===== config.mk =====
export PLATFORM = sky130hd
export DESIGN_NAME = fractal_sync_mp
export DESIGN_NICKNAME = d
export VERILOG_FILES = /design/src/rtl/fractal_sync_mp.sv
export SDC_FILE = /design/constraint.sdc
export NUM_CORES = 1
export LEC_CHECK = 0
export CORE_UTILIZATION = 51
export DETAILED_ROUTE_END_ITERATION = 10
export PLACE_DENSITY = 0.79
export SYNTH_ARGS = -nofsm -noshare
export SYNTH_HDL_FRONTEND = slang
export SYNTH_SLANG_ARGS = --single-unit

===== constraint.sdc =====
create_clock -name clk_i -period 3.6 [get_ports clk_i]
set_clock_uncertainty 0.05 [all_clocks]
set_input_delay 0.72 -clock clk_i [delete_from_list [all_inputs] [get_ports clk_i]]
set_output_delay 0.72 -clock clk_i [all_outputs]
set_load 0.02 [all_outputs]

===== src/rtl/fractal_sync_mp.sv =====
// fractal_sync_mp: fractal barrier synchronisation node with a parametrised
// slave fan-in.
//
// Slaves (lower-level nodes or cores) raise a sync pulse carrying a barrier
// level. When every participant selected by the participant mask has synced,
// the node does one of three things:
//   - releases the barrier locally when the level says this node is the
//     barrier root,
//   - releases it with an error when the participants disagree on the level,
//   - otherwise forwards the request to the parent and waits for its wake.
//     A watchdog bounds that wait.
// After the release, the node waits until every participant has acknowledged
// its wake. It then returns to idle and acknowledges the parent.
//
// Ports:
//   clk_i, rstn_i    clock, asynchronous active-low reset
//   mask_i           participant mask (bit i = slave i takes part)
//   timeout_i        parent-wait watchdog limit in cycles, 0 disables it
//   slv_sync_i       per-slave sync request pulse
//   slv_level_i      per-slave level, slice i = [i*SLV_WIDTH +: SLV_WIDTH]
//   slv_ack_i        per-slave wake acknowledge pulse
//   slv_wake_o       per-slave wake
//   slv_error_o      per-slave error, valid while wake is asserted
//   mst_sync_o       single-cycle sync request to the parent
//   mst_level_o      level forwarded to the parent
//   mst_ack_o        single-cycle acknowledge to the parent
//   mst_wake_i       wake from the parent
//   mst_error_i      error from the parent, qualified by mst_wake_i

// Per-slave state: sync latch, level register and ack latch.
module fractal_sync_mp_port #(
    parameter int unsigned SLV_WIDTH = 4
) (
    input  logic                 clk_i,
    input  logic                 rstn_i,
    input  logic                 part_i,      // this slave takes part
    input  logic                 sync_i,
    input  logic [SLV_WIDTH-1:0] level_i,
    input  logic                 ack_i,
    input  logic                 sync_clr_i,  // barrier released back to idle
    input  logic                 ack_en_i,    // acks are only collected in SYNC
    input  logic                 ack_clr_i,   // entering SYNC
    output logic                 sync_o,
    output logic [SLV_WIDTH-1:0] level_o,
    output logic                 ack_o
);
    always_ff @(posedge clk_i or negedge rstn_i) begin
        if (!rstn_i) begin
            sync_o  <= 1'b0;
            level_o <= '0;
            ack_o   <= 1'b0;
        end else begin
            if (sync_i) level_o <= level_i;
            // A sync arriving on the release cycle belongs to the next
            // barrier, so it overrides the clear.
            if (sync_clr_i)          sync_o <= sync_i & part_i;
            else if (sync_i & part_i) sync_o <= 1'b1;
            if (ack_clr_i)                      ack_o <= 1'b0;
            else if (ack_en_i & ack_i & part_i) ack_o <= 1'b1;
        end
    end
endmodule

module fractal_sync_mp #(
    parameter int unsigned SLV_PORTS = 4,
    parameter int unsigned SLV_WIDTH = 4,
    parameter int unsigned TIMEOUT_W = 8,
    localparam int unsigned MST_WIDTH = (SLV_WIDTH > 1) ? SLV_WIDTH - 1 : 1
) (
    input  logic                           clk_i,
    input  logic                           rstn_i,
    input  logic [SLV_PORTS-1:0]           mask_i,
    input  logic [TIMEOUT_W-1:0]           timeout_i,
    input  logic [SLV_PORTS-1:0]           slv_sync_i,
    input  logic [SLV_PORTS*SLV_WIDTH-1:0] slv_level_i,
    input  logic [SLV_PORTS-1:0]           slv_ack_i,
    output logic [SLV_PORTS-1:0]           slv_wake_o,
    output logic [SLV_PORTS-1:0]           slv_error_o,
    output logic                           mst_sync_o,
    output logic [MST_WIDTH-1:0]           mst_level_o,
    output logic                           mst_ack_o,
    input  logic                           mst_wake_i,
    input  logic                           mst_error_i
);
    if (SLV_PORTS < 2) begin : g_bad_cfg
        $fatal(1, "fractal_sync_mp: SLV_PORTS must be >= 2");
    end

    typedef enum logic [1:0] {IDLE = 2'd0, PROPAGATE = 2'd1, SYNC = 2'd2} state_e;

    state_e                              state_q;
    logic [SLV_PORTS-1:0]                mask_q;
    logic [SLV_PORTS-1:0]                sync_q;
    logic [SLV_PORTS-1:0]                ack_q;
    logic [SLV_PORTS-1:0][SLV_WIDTH-1:0] level_q;
    logic [TIMEOUT_W-1:0]                cnt_q;
    logic [1:0]                          ack_pipe;

    logic                 all_sync, all_ack, sync_done;
    logic                 enter_sync, sync_err;
    logic                 valid_level, ref_found, local_bit;
    logic [SLV_WIDTH-1:0] ref_lvl;

    fractal_sync_mp_port #(.SLV_WIDTH(SLV_WIDTH)) u_port [SLV_PORTS-1:0] (
        .clk_i      (clk_i),
        .rstn_i     (rstn_i),
        .part_i     (mask_q),
        .sync_i     (slv_sync_i),
        .level_i    (slv_level_i),
        .ack_i      (slv_ack_i),
        .sync_clr_i (sync_done),
        .ack_en_i   (state_q == SYNC),
        .ack_clr_i  (enter_sync),
        .sync_o     (sync_q),
        .level_o    (level_q),
        .ack_o      (ack_q)
    );

    // An empty mask never completes a barrier.
    assign all_sync  = (|mask_q) & (&(sync_q | ~mask_q));
    assign all_ack   = &(slv_ack_i | ack_q | ~mask_q);
    assign sync_done = (state_q == SYNC) & all_ack;
    assign mst_ack_o = ack_pipe[1];

    // The lowest-index participant provides the reference level.
    always_comb begin
        ref_lvl     = '0;
        ref_found   = 1'b0;
        valid_level = 1'b1;
        for (int i = 0; i < SLV_PORTS; i++) begin
            if (mask_q[i] && !ref_found) begin
                ref_lvl   = level_q[i];
                ref_found = 1'b1;
            end
        end
        for (int i = 0; i < SLV_PORTS; i++) begin
            if (mask_q[i] && (level_q[i] != ref_lvl)) valid_level = 1'b0;
        end
    end

    // Level bit 0 marks this node as the barrier root. The remaining bits
    // are what the parent sees.
    if (SLV_WIDTH > 1) begin : g_lvl
        assign local_bit   = ref_lvl[0];
        assign mst_level_o = ref_lvl[SLV_WIDTH-1 -: MST_WIDTH];
    end else begin : g_lvl1
        assign local_bit   = 1'b1;
        assign mst_level_o = '0;
    end

    // Release decision. mst_wake_i/mst_error_i are sampled at the clock edge
    // that updates slv_wake_o. That gives the parent wake one cycle of
    // latency to the slaves.
    always_comb begin
        enter_sync = 1'b0;
        sync_err   = 1'b0;
        case (state_q)
            IDLE: begin
                if (all_sync && (local_bit || !valid_level)) begin
                    enter_sync = 1'b1;
                    sync_err   = !valid_level;
                end
            end
            PROPAGATE: begin
                if (mst_wake_i) begin
                    enter_sync = 1'b1;
                    sync_err   = mst_error_i;
                end else if ((timeout_i != '0) &&
                             (cnt_q == timeout_i - TIMEOUT_W'(1))) begin
                    enter_sync = 1'b1;
                    sync_err   = 1'b1;
                end
            end
            default: ;
        endcase
    end

    always_ff @(posedge clk_i or negedge rstn_i) begin
        if (!rstn_i) begin
            state_q     <= IDLE;
            mask_q      <= '0;
            cnt_q       <= '0;
            slv_wake_o  <= '0;
            slv_error_o <= '0;
            mst_sync_o  <= 1'b0;
            ack_pipe    <= '0;
        end else begin
            mst_sync_o <= 1'b0;
            // mst_ack_o is asserted two cycles after the last ack.
            ack_pipe   <= {ack_pipe[0], sync_done};
            // The mask can only change between barriers.
            if ((state_q == IDLE) && (sync_q == '0)) mask_q <= mask_i;
            if (enter_sync) begin
                state_q     <= SYNC;
                slv_wake_o  <= mask_q;
                slv_error_o <= {SLV_PORTS{sync_err}} & mask_q;
            end else begin
                case (state_q)
                    IDLE: begin
                        if (all_sync) begin
                            state_q    <= PROPAGATE;
                            mst_sync_o <= 1'b1;
                            cnt_q      <= '0;
                        end
                    end
                    PROPAGATE: cnt_q <= cnt_q + TIMEOUT_W'(1);
                    SYNC: begin
                        if (all_ack) begin
                            state_q     <= IDLE;
                            slv_wake_o  <= '0;
                            slv_error_o <= '0;
                        end
                    end
                    default: begin
                        state_q     <= IDLE;
                        slv_wake_o  <= '0;
                        slv_error_o <= '0;
                    end
                endcase
            end
        end
    end
endmodule

**Yosys cells after proc, flatten, opt, wreduce, memory -nomap -nowiden**

Index checks and enable logic that the tools add are counted.

- Register bits after elaboration: 49
- Logic and storage cells: 134
- Output and inout bits: 13
- Bits of input ports: 40

- Mux-type cells: 47
- Add/sub/neg operators: 2
- Eq/ne operators: 12
- Reduce and logical (&&, ||, !) cells: 34
- Bitwise gates (word level): 20

Operators by type and width:

| operator | count |
|---|---|
| 1-bit 2-to-1 mux | 31 |
| 4-bit 2-to-1 mux | 7 |
| 2-bit nonzero test | 9 |
| 4-bit != test | 4 |
| 8-bit case mux with 2 select lines | 1 |
| 1-bit AND | 14 |
| 4-bit bitwise OR | 3 |
| 1-bit logical AND | 10 |
| 8-bit by 1-bit adder with 8-bit output (second input constant) | 1 |
| 8-bit == test | 1 |
| 8-bit 2-to-1 mux | 1 |
| 4-bit case mux with 2 select lines | 1 |
| 4-bit AND reduction | 2 |
| 8-bit nonzero test | 1 |
| 8-bit by 1-bit subtractor with 8-bit output (second input constant) | 1 |
| 2-bit 2-to-1 mux | 3 |
| 3-bit != test (second input constant) | 2 |
| 2-bit case mux with 3 select lines | 1 |
| 3-bit AND reduction | 2 |
| 4-bit AND | 1 |
| 1-bit logical NOT | 4 |
| 4-bit logical NOT | 1 |
| 2-bit != test (second input constant) | 2 |
| 4-bit NOT | 1 |
| other kinds (10) | 11 |

**Depth between registers and ports, before layout**

- Word-level depth: 23
- Gate-level depth with buffers: 12
- Mapped depth without buffers: 11

**Hierarchy**

From an unflattened synthesis, not the netlist that was laid out.

- Cell total of the unflattened synthesis: 298
- Area total of the unflattened synthesis: 2924.1 µm²

Modules (own cells, without submodules):

| module | instances | area an instance (µm²) | cells each | seq. area each (µm²) |
|---|---|---|---|---|
| fractal_sync_mp | 1 | 2053.2 | 238 | 625.6 |
| fractal_sync_mp_port | 4 | 217.7 | 15 | 150.1 |

**Worst setup path before layout**

Ideal clock, no wire load.

- Kind: in2reg
- Start: input timeout_i[2]
- End: register cnt_q[3]
- Library setup time: 0.126 ns
- Path slack: 0.844 ns
- Data required time: 3.424 ns
- Path buffers: 1
- Arrival: 2.580 ns
- Stages: 10
- Cells stage by stage: nor4_1 -> nand2_1 -> xor2_1 -> nor3b_1 -> o211a_1 -> a21oi_1 -> nand2_1 -> clkbuf_1 -> o21ai_0 -> a21oi_1

- Cells in the longest elaborated chain, start to end: 8

RTL lines:

| element | RTL line | RTL |
|---|---|---|
| from (decl) | 73 | `input logic [TIMEOUT_W-1:0] timeout_i,` |
| 8-bit by 1-bit subtractor with 8-bit output | 169 | `(cnt_q == timeout_i - TIMEOUT_W'(1))) begin` |
| 8-bit == test | 169 |  |
| 1-bit logical AND * | 168 | `end else if ((timeout_i != '0) &&` |
| 1-bit 2-to-1 mux * | 168 |  |
| 1-bit 2-to-1 mux * | 165 | `if (mst_wake_i) begin` |
| 1-bit case mux with 2 select lines * | 157 | `case (state_q)` |
| 1-bit NOT (no source line) * | -- |  |
| 3-bit AND reduction (no source line) * | -- |  |
| to (signal assigned) | 206 | `PROPAGATE: cnt_q <= cnt_q + TIMEOUT_W'(1);` |
| to (decl) | 96 | `logic [TIMEOUT_W-1:0] cnt_q;` |

Every way passes the cells marked *; elsewhere a longest branch is shown, timed or not.
A chain may end at the register's enable or synchronous reset.

**Worst setup path after layout**

- Start: register mask_q[1]
- End: register cnt_q[6]

- Cells in the longest elaborated chain, start to end: 21

RTL lines:

| element | RTL line | RTL |
|---|---|---|
| from (decl) | 92 | `logic [SLV_PORTS-1:0] mask_q;` |
| from (signal assigned) | 192 | `if ((state_q == IDLE) && (sync_q == '0)) mask_q <= mask_i;` |
| 1-bit logical AND | 131 | `if (mask_q[i] && !ref_found) begin` |
| 1-bit 2-to-1 mux | 131 |  |
| 1-bit logical NOT | 131 |  |
| 1-bit logical AND | 131 |  |
| 1-bit 2-to-1 mux | 131 |  |
| 1-bit logical NOT | 131 |  |
| 1-bit logical AND | 131 |  |
| 4-bit 2-to-1 mux | 131 |  |
| [... 2 more ...] | -- |  |
| 1-bit 2-to-1 mux (4 in series) | 137 | `if (mask_q[i] && (level_q[i] != ref_lvl)) valid_level = 1'b0;` |
| 1-bit logical NOT | 159 | `if (all_sync && (local_bit \|\| !valid_level)) begin` |
| 1-bit logical OR | 159 |  |
| 1-bit logical AND | 159 |  |
| 1-bit 2-to-1 mux | 159 |  |
| 1-bit case mux with 2 select lines | 157 |  |
| 1-bit NOT (no source line) | -- |  |
| 3-bit AND reduction (no source line) * | -- |  |

Marked as above.

==> results_dict.tcl <==
set metrics [dict create \
    status "completed" \
    hold-worst-slack_ps 304 \
    ant_nets 0 \
    path_clk_slew_ps 90 \
    multi_input_area_mm2 0.00144 \
    power_density_mw_per_mm2 668 \
    postCtsSetupBuffers 0 \
    insertion_delay_ps 310 \
    cts_tree "done" \
    synth_commonest_cells "49 x dfrtp_1, 25 x nand2_1, 21 x nor2_1, 20 x o21ai_0, 18 x inv_1" \
    wire_per_inst_um 14.3 \
    slew_headroom_pct 29.5 \
    synth_top_family_by_area "simple AND/OR/NAND/NOR gates" \
    syn_area_mm2 0.00277 \
    max_freq_mhz 310 \
    rows 26 \
    crit_start "mask_q[1]" \
    synth-xor-area-share_pct 6.63 \
    dieArea_mm2 0.00574 \
    firstDrtPassIters 6 \
    power_leakage_nw 1.49 \
    coreArea_mm2 0.00517 \
    fin_nets 390 \
    hold_buffers 0 \
    die_h_um 75.7 \
    fin_crit_ps 3230 \
    crit_buf_inv 0 \
    tns_ps 0 \
    clockRootBuffer "clkbuf_8" \
    synthArstFlopShare_pct 100 \
    drive_gt1_share_pct 10.3 \
    cts_resized 0 \
    htree_num_levels 2 \
    grt_max_degree 50 \
    io_buffers 52 \
    cp_max_fo 18 \
    cts_max_path_buffers 2 \
    r2r_end "cnt_q[6]" \
    yosysMostFrequentCell "dfrtp_1" \
    seqCellArea_mm2 0.00123 \
    required_ps 3780 \
    diodes 0 \
    slew_viol_final 0 \
    synth_edf_count 0 \
    synth_fp_nets 334 \
    hpwl_mm 4.52 \
    drtIter0Drc 192 \
    crit_family "simple AND/OR/NAND/NOR gates" \
    rsz0062_at_grt "false" \
    synth_area_leaders "dfrtp_1 44%, mux2_2 6.9%, xnor2_1 3.8%" \
    max_stage_delay_ps 560 \
    crit_path_cell_trace "nor4b_2 > and2_1 > or2_1 > o2111ai_1 > or3_4 > o31ai_4 > nand2_1 > or3_1 > a21oi_1" \
    cp.arrival_ps 3410 \
    worst_setup_path_end_kind "register" \
    wl_mm 5.99 \
    die_w_um 75.7 \
    antenna_found_initial 0 \
    ff2ff_setup_slack_ps 370 \
    synth_compound_area_share_pct 16.6 \
    criticalPathCategory "register to register" \
    vias_per_cell 5.63 \
    hp-class "register to register" \
    r2r_cells 9 \
    synth_mux_area_share_pct 8.03 \
    gp_congestion 0.858 \
    synth_fa_ha_area_share_pct 1.35 \
    pin_count 53 \
    syn_inst 291 \
    first_global_vias 2153 \
    setup_viol 0 \
    ys_seq_area_share_pct 44.2 \
    layout-area-overhead-vs-synth_pct 25.6 \
    yosysWarnings 0 \
    final.period_utilization_pct 89.6 \
    grt_overflow 0 \
    drc 0 \
    synth_area_leader_cell "dfrtp_1" \
    grt.total_usage_pct 22.5 \
    synth_top_area_share_pct 44.2 \
    slowest_stage "dfrtp_1" \
    grt_first_pass_wirelength_mm 9.71 \
    tightest_slew_ps 1060 \
    cp-start-kind "register" \
    synth-simple-area-share_pct 19.4 \
    cap_violations 0 \
    nFillCells 425 \
    avgSynthCellArea_um2 9.53 \
    ys_ff_latch 49 \
    path_depth 9 \
    synth_cell_types 51 \
    worst_ir_drop_vdd_mv 0.316 \
    ys.flop_type "dfrtp_1" \
    cts_inserted_buffers 5 \
    start_util_pct 53.6 \
    vias 2354 \
    crit_path_end "cnt_q[6]" \
    hold_viol_final 0 \
    cts_num_sinks 49 \
    crit-reg2reg-launch "mask_q[1]" \
]
worst min path at each step:
stage | from | end | slack, ps | cells past startpoint
floorplan | ack_pipe[0] | ack_pipe[1] | 280 | 0
global placement | ack_pipe[0] | ack_pipe[1] | 280 | 0
detailed placement | ack_pipe[0] | ack_pipe[1] | 290 | 0
CTS | ack_pipe[0] | ack_pipe[1] | 310 | 0
global route | ack_pipe[0] | ack_pipe[1] | 320 | 0
finish | ack_pipe[0] | ack_pipe[1] | 300 | 0
kinds of logic after synthesis:
family / count (synthesis)
mux: 20
fa+ha+maj: 3
buf+inv: 27
flops: 49
compound gates: 67
simple gates: 104
xor+xnor: 21
power by group:
group	switching (mW)	leakage [nW]	internal, mW
clock network	0.183	0.0478	0.158
registers	0.158	0.606	0.697
logic	0.605	0.835	0.524
per-stage QoR:
step | setup WS (ps) | utilization, % | cell area, µm² | instances | power (mW)
after CTS | 381 | 67.3 | 3480 | 418 | 2.34
after global routing | 177 | 67.3 | 3480 | 418 | 2.50
after detailed placement | 207 | 65.4 | 3380 | 410 | 1.98
after floorplan | 844 | - | 2770 | 291 | 1.61
after global placement | 276 | 65.4 | 3380 | 410 | 1.96
final | 374 | 67.3 | 3480 | 418 | 2.32
registers in the layout, summed over array words and instances (netlist names):
| signal | flops |
|---|---|
| state_q | 2 |
| cnt_q | 8 |
| slv_wake_o | 4 |
| mask_q | 4 |
| ack_pipe | 2 |
| mst_sync_o | 1 |
| u_port.sync_o | 4 |
| slv_error_o | 4 |
| u_port.ack_o | 4 |
| u_port.level_o | 16 |
layout make-up:
type                            instances  share of cell area (%)
Multi-Input combinational cell        215                    41.4
Clock buffer                            6                    2.37
Timing Repair Buffer                   58                    16.1
Clock inverter                          2                   0.467
Inverter                               18                    1.94
Sequential cell                        49                    35.2
Tap cell                               70                    2.52
layer usage:
layer / track usage (%) / part of all wire, %
met5: 0 / 0
met4: 6.58 / 1.9
met3: 4.63 / 5.0
met2: 39.5 / 49
met1: 28.1 / 44
layout by cell type (no fill, tap or decap), drive strengths merged, types with 2 or more instances in the layout:
cell type / count
o31ai: 2
a22oi: 2
nor3b: 2
nor3: 5
ha: 3
nand2b: 2
nand3b: 2
nor2: 21
dfrtp: 49
clkbuf: 6
o211ai: 2
mux2i: 2
a22o: 9
clkdlybuf4s50: 51
mux2: 18
o31a: 3
nor4b: 2
inv: 19
nor2b: 5
nand3: 16
buf: 7
a31oi: 2
o2bb2ai: 2
or3: 5
nor4: 2
nand4: 6
xnor2: 12
and2: 2
and3: 4
a21boi: 2
or2: 2
o21ai: 25
o2111ai: 2
a21oi: 9
nand2: 25
xor2: 9
o211a: 2
(Power assumes the default switching activity.)
==> variant 1 (same flow settings) <==
`SLV_WIDTH` is set to 4 in 2 places; all go to 6.
--- a/src/rtl/fractal_sync_mp.sv
+++ b/src/rtl/fractal_sync_mp.sv
@@ -29,7 +29,7 @@
 
 // Per-slave state: sync latch, level register and ack latch.
 module fractal_sync_mp_port #(
-    parameter int unsigned SLV_WIDTH = 4
+    parameter int unsigned SLV_WIDTH = 6
 ) (
     input  logic                 clk_i,
     input  logic                 rstn_i,
@@ -63,7 +63,7 @@
 
 module fractal_sync_mp #(
     parameter int unsigned SLV_PORTS = 4,
-    parameter int unsigned SLV_WIDTH = 4,
+    parameter int unsigned SLV_WIDTH = 6,
     parameter int unsigned TIMEOUT_W = 8,
     localparam int unsigned MST_WIDTH = (SLV_WIDTH > 1) ? SLV_WIDTH - 1 : 1
 ) (
Ports: changed (resized mst_level_o and slv_level_i); port bits go from 53 to 63. The function was not compared with the original's and may differ.
==> variant 1 against the unedited design <==
- area after synthesis increased by 20%
- sequential cell count increased by 8
- non-clock buffer count increased by 25
- cell count increased by 18%
- worst setup slack got worse by 0.27 ns
- sequential share of layout area decreased by 2.4 points
- core utilization increased by 1.6 points
- design area increased by 25%
- wire length increased by 36%
- power increased by 44%
- critical endpoint is now cnt_q[2]$_DFFE_PN0P_
- highest routed layer unchanged
==> variant 1: results (changes against the unedited design) <==
| Metric | Value |
|---|---|
| Register area share after synthesis | 42.8% (-1.4 points) |
| Peak supply drop | 0.423 mV (+34%) |
| Clock transition at the registers of the reported paths | 0.07 ns (-0.02 ns) |
| Yosys reg bits | 57 (+16%) |
| Sw Share | 40.7% (+0.073 points) |
| DR iter-0 viols | 204 (+6.3%) |
| Synth Area in XOR/XNOR | 5.26% (-1.4 points) |
| Post-Synth Adder-Cell Area | 1.13% (-0.23 points) |
| Synth top area cells | dfrtp_1 43%, mux2_2 8.8%, xnor2_1 2.9% |
| Synthesized Nets | 381 (+14%) |
| Crit path max fanout | 4 (-14) |
| Clock Latency Late Sink | 0.35 ns (+0.04 ns) |
| Synth cell count leaders | 57 x dfrtp_1, 26 x mux2_2, 17 x inv_1, 17 x nand2_1, 16 x nor2_1 |
| Status | completed |
| CTS buffer count | 9 (+4) |
| P_clk | 0.587 mW (+72%) |
| Maximum clock frequency | 286 MHz (-7.8%) |
| Lkg Pwr | 1.81 nW (+21%) |
| Clk tree area frac | 4.34% (+1.5 points) |
| H-Tree Depth | 3 (+1) |
| Buffer share of cell area | 17.8% (+1.7 points) |
| Vias in the first global route | 2792 (+30%) |
| Clock buffers | 13 (+7) |
| Multi-input comb cells | 241 (+12%) |
| WL/cell | 16.6 µm (+16%) |
| Final Wtd Congestion | 0.860 (+0.20%) |
| Reg2reg path depth | 11 (+2) |
| Combinational Power Share | 50.7% (+2.2 points) |
## variant 1: cell types whose count changed in the layout (fill, tap and decap cells not counted), moves of 6 or more
cell             before  now
nand3b_1              2    8
o21ai_0              20   10
mux2_2               17   26
o21a_1                0    6
dfrtp_1              49   57
clkdlybuf4s50_1      51   61
nand2_1              25   17
buf_4                 6   21
## variant 1: metrics by stage
step,std cells,area [µm²]
detailed placement,471,4090
global route,492,4350
floorplan,330,3330
finish,492,4350
global placement,471,4090
CTS,487,4280
## variant 1: metal layers
| metal | vias to the layer above | global-route usage [%] | wire length (µm) |
|---|---|---|---|
| met4 | 0 | 10.7 | 147 |
| met3 | 13 | 4.77 | 466 |
| met2 | 95 | 39.3 | 3860 |
| met5 | - | 0 | 0 |
| li1 | 1399 | - | - |
| met1 | 1421 | 33.4 | 3680 |
## variant 1: repair_timing
action / 4_1_cts / 5_1_grt
gates resized for setup: 0 / 11
setup endpoints to repair: 0 / 11
hold buffers: 0 / 0
buffers inserted: 0 / 4
endpoints found under the hold margin: 0 / 0
==> variant 2 (same settings) <==
Made on the original files. The 3 states of `state_e` get a one-hot encoding in 3 bits.
--- a/src/rtl/fractal_sync_mp.sv
+++ b/src/rtl/fractal_sync_mp.sv
@@ -86,7 +86,7 @@
         $fatal(1, "fractal_sync_mp: SLV_PORTS must be >= 2");
     end
 
-    typedef enum logic [1:0] {IDLE = 2'd0, PROPAGATE = 2'd1, SYNC = 2'd2} state_e;
+    typedef enum logic [2:0] {IDLE = 3'b001, PROPAGATE = 3'b010, SYNC = 3'b100} state_e;
 
     state_e                              state_q;
     logic [SLV_PORTS-1:0]                mask_q;
Behaviour: no difference found for any inputs over 10 cycles, from zero or initial values and one cycle with rstn_i low; not proved beyond that.
==> variant 2 against the unedited design <==
- area after synthesis is 6.7% higher
- combinational power fell by 22%
- design area grew 7.8%
- global-route usage is 2.8 points higher
- worst setup slack got worse by 0.23 ns
- sequential cell count grew 1
- highest routed layer unchanged
- power decreased by 10%
- cell count rose by 1.9%
- wire length is 17% higher
- sequential power is 6.7% lower
==> variant 2: results (changes against the unedited design) <==
| Metric | Value |
|---|---|
| Status | completed |
| Arrival time worst endpoint | 3.64 ns (+0.23 ns) |
| Clock Latency Late Sink | 0.30 ns |
| R2R setup slack | 0.22 ns (-0.15 ns) |
| Layout cells sized above 1 | 20.6% (+10 points) |
| Biggest regs | u_port.level_o x16, cnt_q x8 |
| DR iter-0 viols | 200 (+4.2%) |
| Net count, final | 396 (+1.5%) |
| DR vias/cell | 5.90 (+4.8%) |
| Final Wtd Congestion | 0.907 (+5.6%) |
| Slew headroom | 41.7% (+12 points) |
| Total Routing Usage GR | 25.3% (+2.8 points) |
| Synth top area cells | dfrtp_1 41%, mux2_2 6.1%, xnor2_1 3.0% |
| Synthesized Nets | 325 (-2.7%) |
| Post-DP Area | 0.00364 mm² (+7.5%) |
| Lkg Pwr | 1.59 nW (+6.7%) |
| HPWL after DPL | 5310 µm (+17%) |
| Register area share after synthesis | 42.3% (-1.9 points) |
| Pin count of the biggest net entering global routing | 30 (-40%) |
| Vias in the first global route | 2540 (+18%) |
| CP max stage cell | or4_4 |
| WL/cell | 16.5 µm (+15%) |
| Tcrit/Tclk final | 96.1% (+6.5 points) |
| Synth cell count leaders | 49 x dfrtp_1, 19 x nand2_1, 17 x inv_1 |
| Peak supply drop | 0.412 mV (+30%) |
| Synth warnings | 0 (unchanged) |
| Crit path max fanout | 11 (-7) |
| Pre-CTS setup slack | -0.160 ns (-0.367 ns) |
| Initial antenna violation count | 0 (unchanged) |
| First-pass GRT wire length | 12100 µm (+24%) |
| Synth unique cells | 68 (+33%) |
| # fillers | 468 (+10%) |
variant 2: report_power, final:
part	switching [mW]	total [mW]	internal (mW)	leakage [nW]
clock network	0.180	0.406	0.227	0.0585
registers	0.115	0.798	0.683	0.622
logic	0.451	0.884	0.433	0.908
variant 2: layer usage:
layer  part of all wire [%]  wire [µm]  track usage, %  up-vias
li1                       -          -               -     1177
met1                     45       3130            33.5     1244
met2                     49       3440            41.4       84
met3                    5.0        354            3.84       10
met4                    1.4         97            10.6        0
met5                      0          0               0        -
variant 2: cells by family (layout without fill, tap and decap cells):
group / after synthesis / after routing / share of synthesized area, %
XOR/XNOR: 16 / 16 / 4.74
multiplexers: 19 / 19 / 7.10
adder cells (fa/ha/maj): 3 / 3 / 1.27
buffers and inverters: 29 / 101 / 5.83
AO/OA/AOI/OAI: 75 / 75 / 20.6
AND/OR/NAND/NOR: 90 / 90 / 18.1
flip-flops: 50 / 50 / 42.3
variant 2: cell type report:
| class | count | area, µm² | share of cell area (%) |
|---|---|---|---|
| multi-input combinational | 203 | 1530 | 40.9 |
| sequential | 50 | 1250 | 33.4 |
| inverter | 17 | 63.8 | 1.70 |
| timing repair buffer | 76 | 696 | 18.5 |
| tap | 72 | 90.1 | 2.40 |
| clock buffer | 7 | 86.3 | 2.30 |
| clock inverter | 1 | 30.0 | 0.800 |
variant 2: repair_timing:
item | CTS | global route
resized for setup | 0 | 1
endpoints found under the setup margin | 0 | 1
hold buffers | 0 | 0
variant 2: worst paths after layout:
path	end	cells past startpoint	from
max in group asynchronous	mask_q[0]$_DFFE_PN0P_	2	rstn_i
min in group asynchronous	u_port[3].level_o[0]$_DFFE_PN0P_	1	rstn_i
worst min-delay path	ack_pipe[1]$_DFF_PN0_	0	ack_pipe[0]$_DFF_PN0_
worst max-delay path	cnt_q[4]$_DFFE_PN0P_	10	timeout_i[2]
worst min register to register	ack_pipe[1]$_DFF_PN0_	0	ack_pipe[0]$_DFF_PN0_
worst max register to register	cnt_q[4]$_DFFE_PN0P_	9	mask_q[2]$_DFFE_PN0P_
variant 2: through the flow:
stage | instances | util [%] | power [mW] | hold WS [ns]
floorplan | 282 | - | 1.37 | 0.281
global placement | 418 | 65.6 | 1.65 | 0.286
detailed placement | 418 | 65.6 | 1.68 | 0.299
CTS | 426 | 67.7 | 2.09 | 0.318
global route | 426 | 67.8 | 2.22 | 0.319
finish | 426 | 67.8 | 2.09 | 0.315
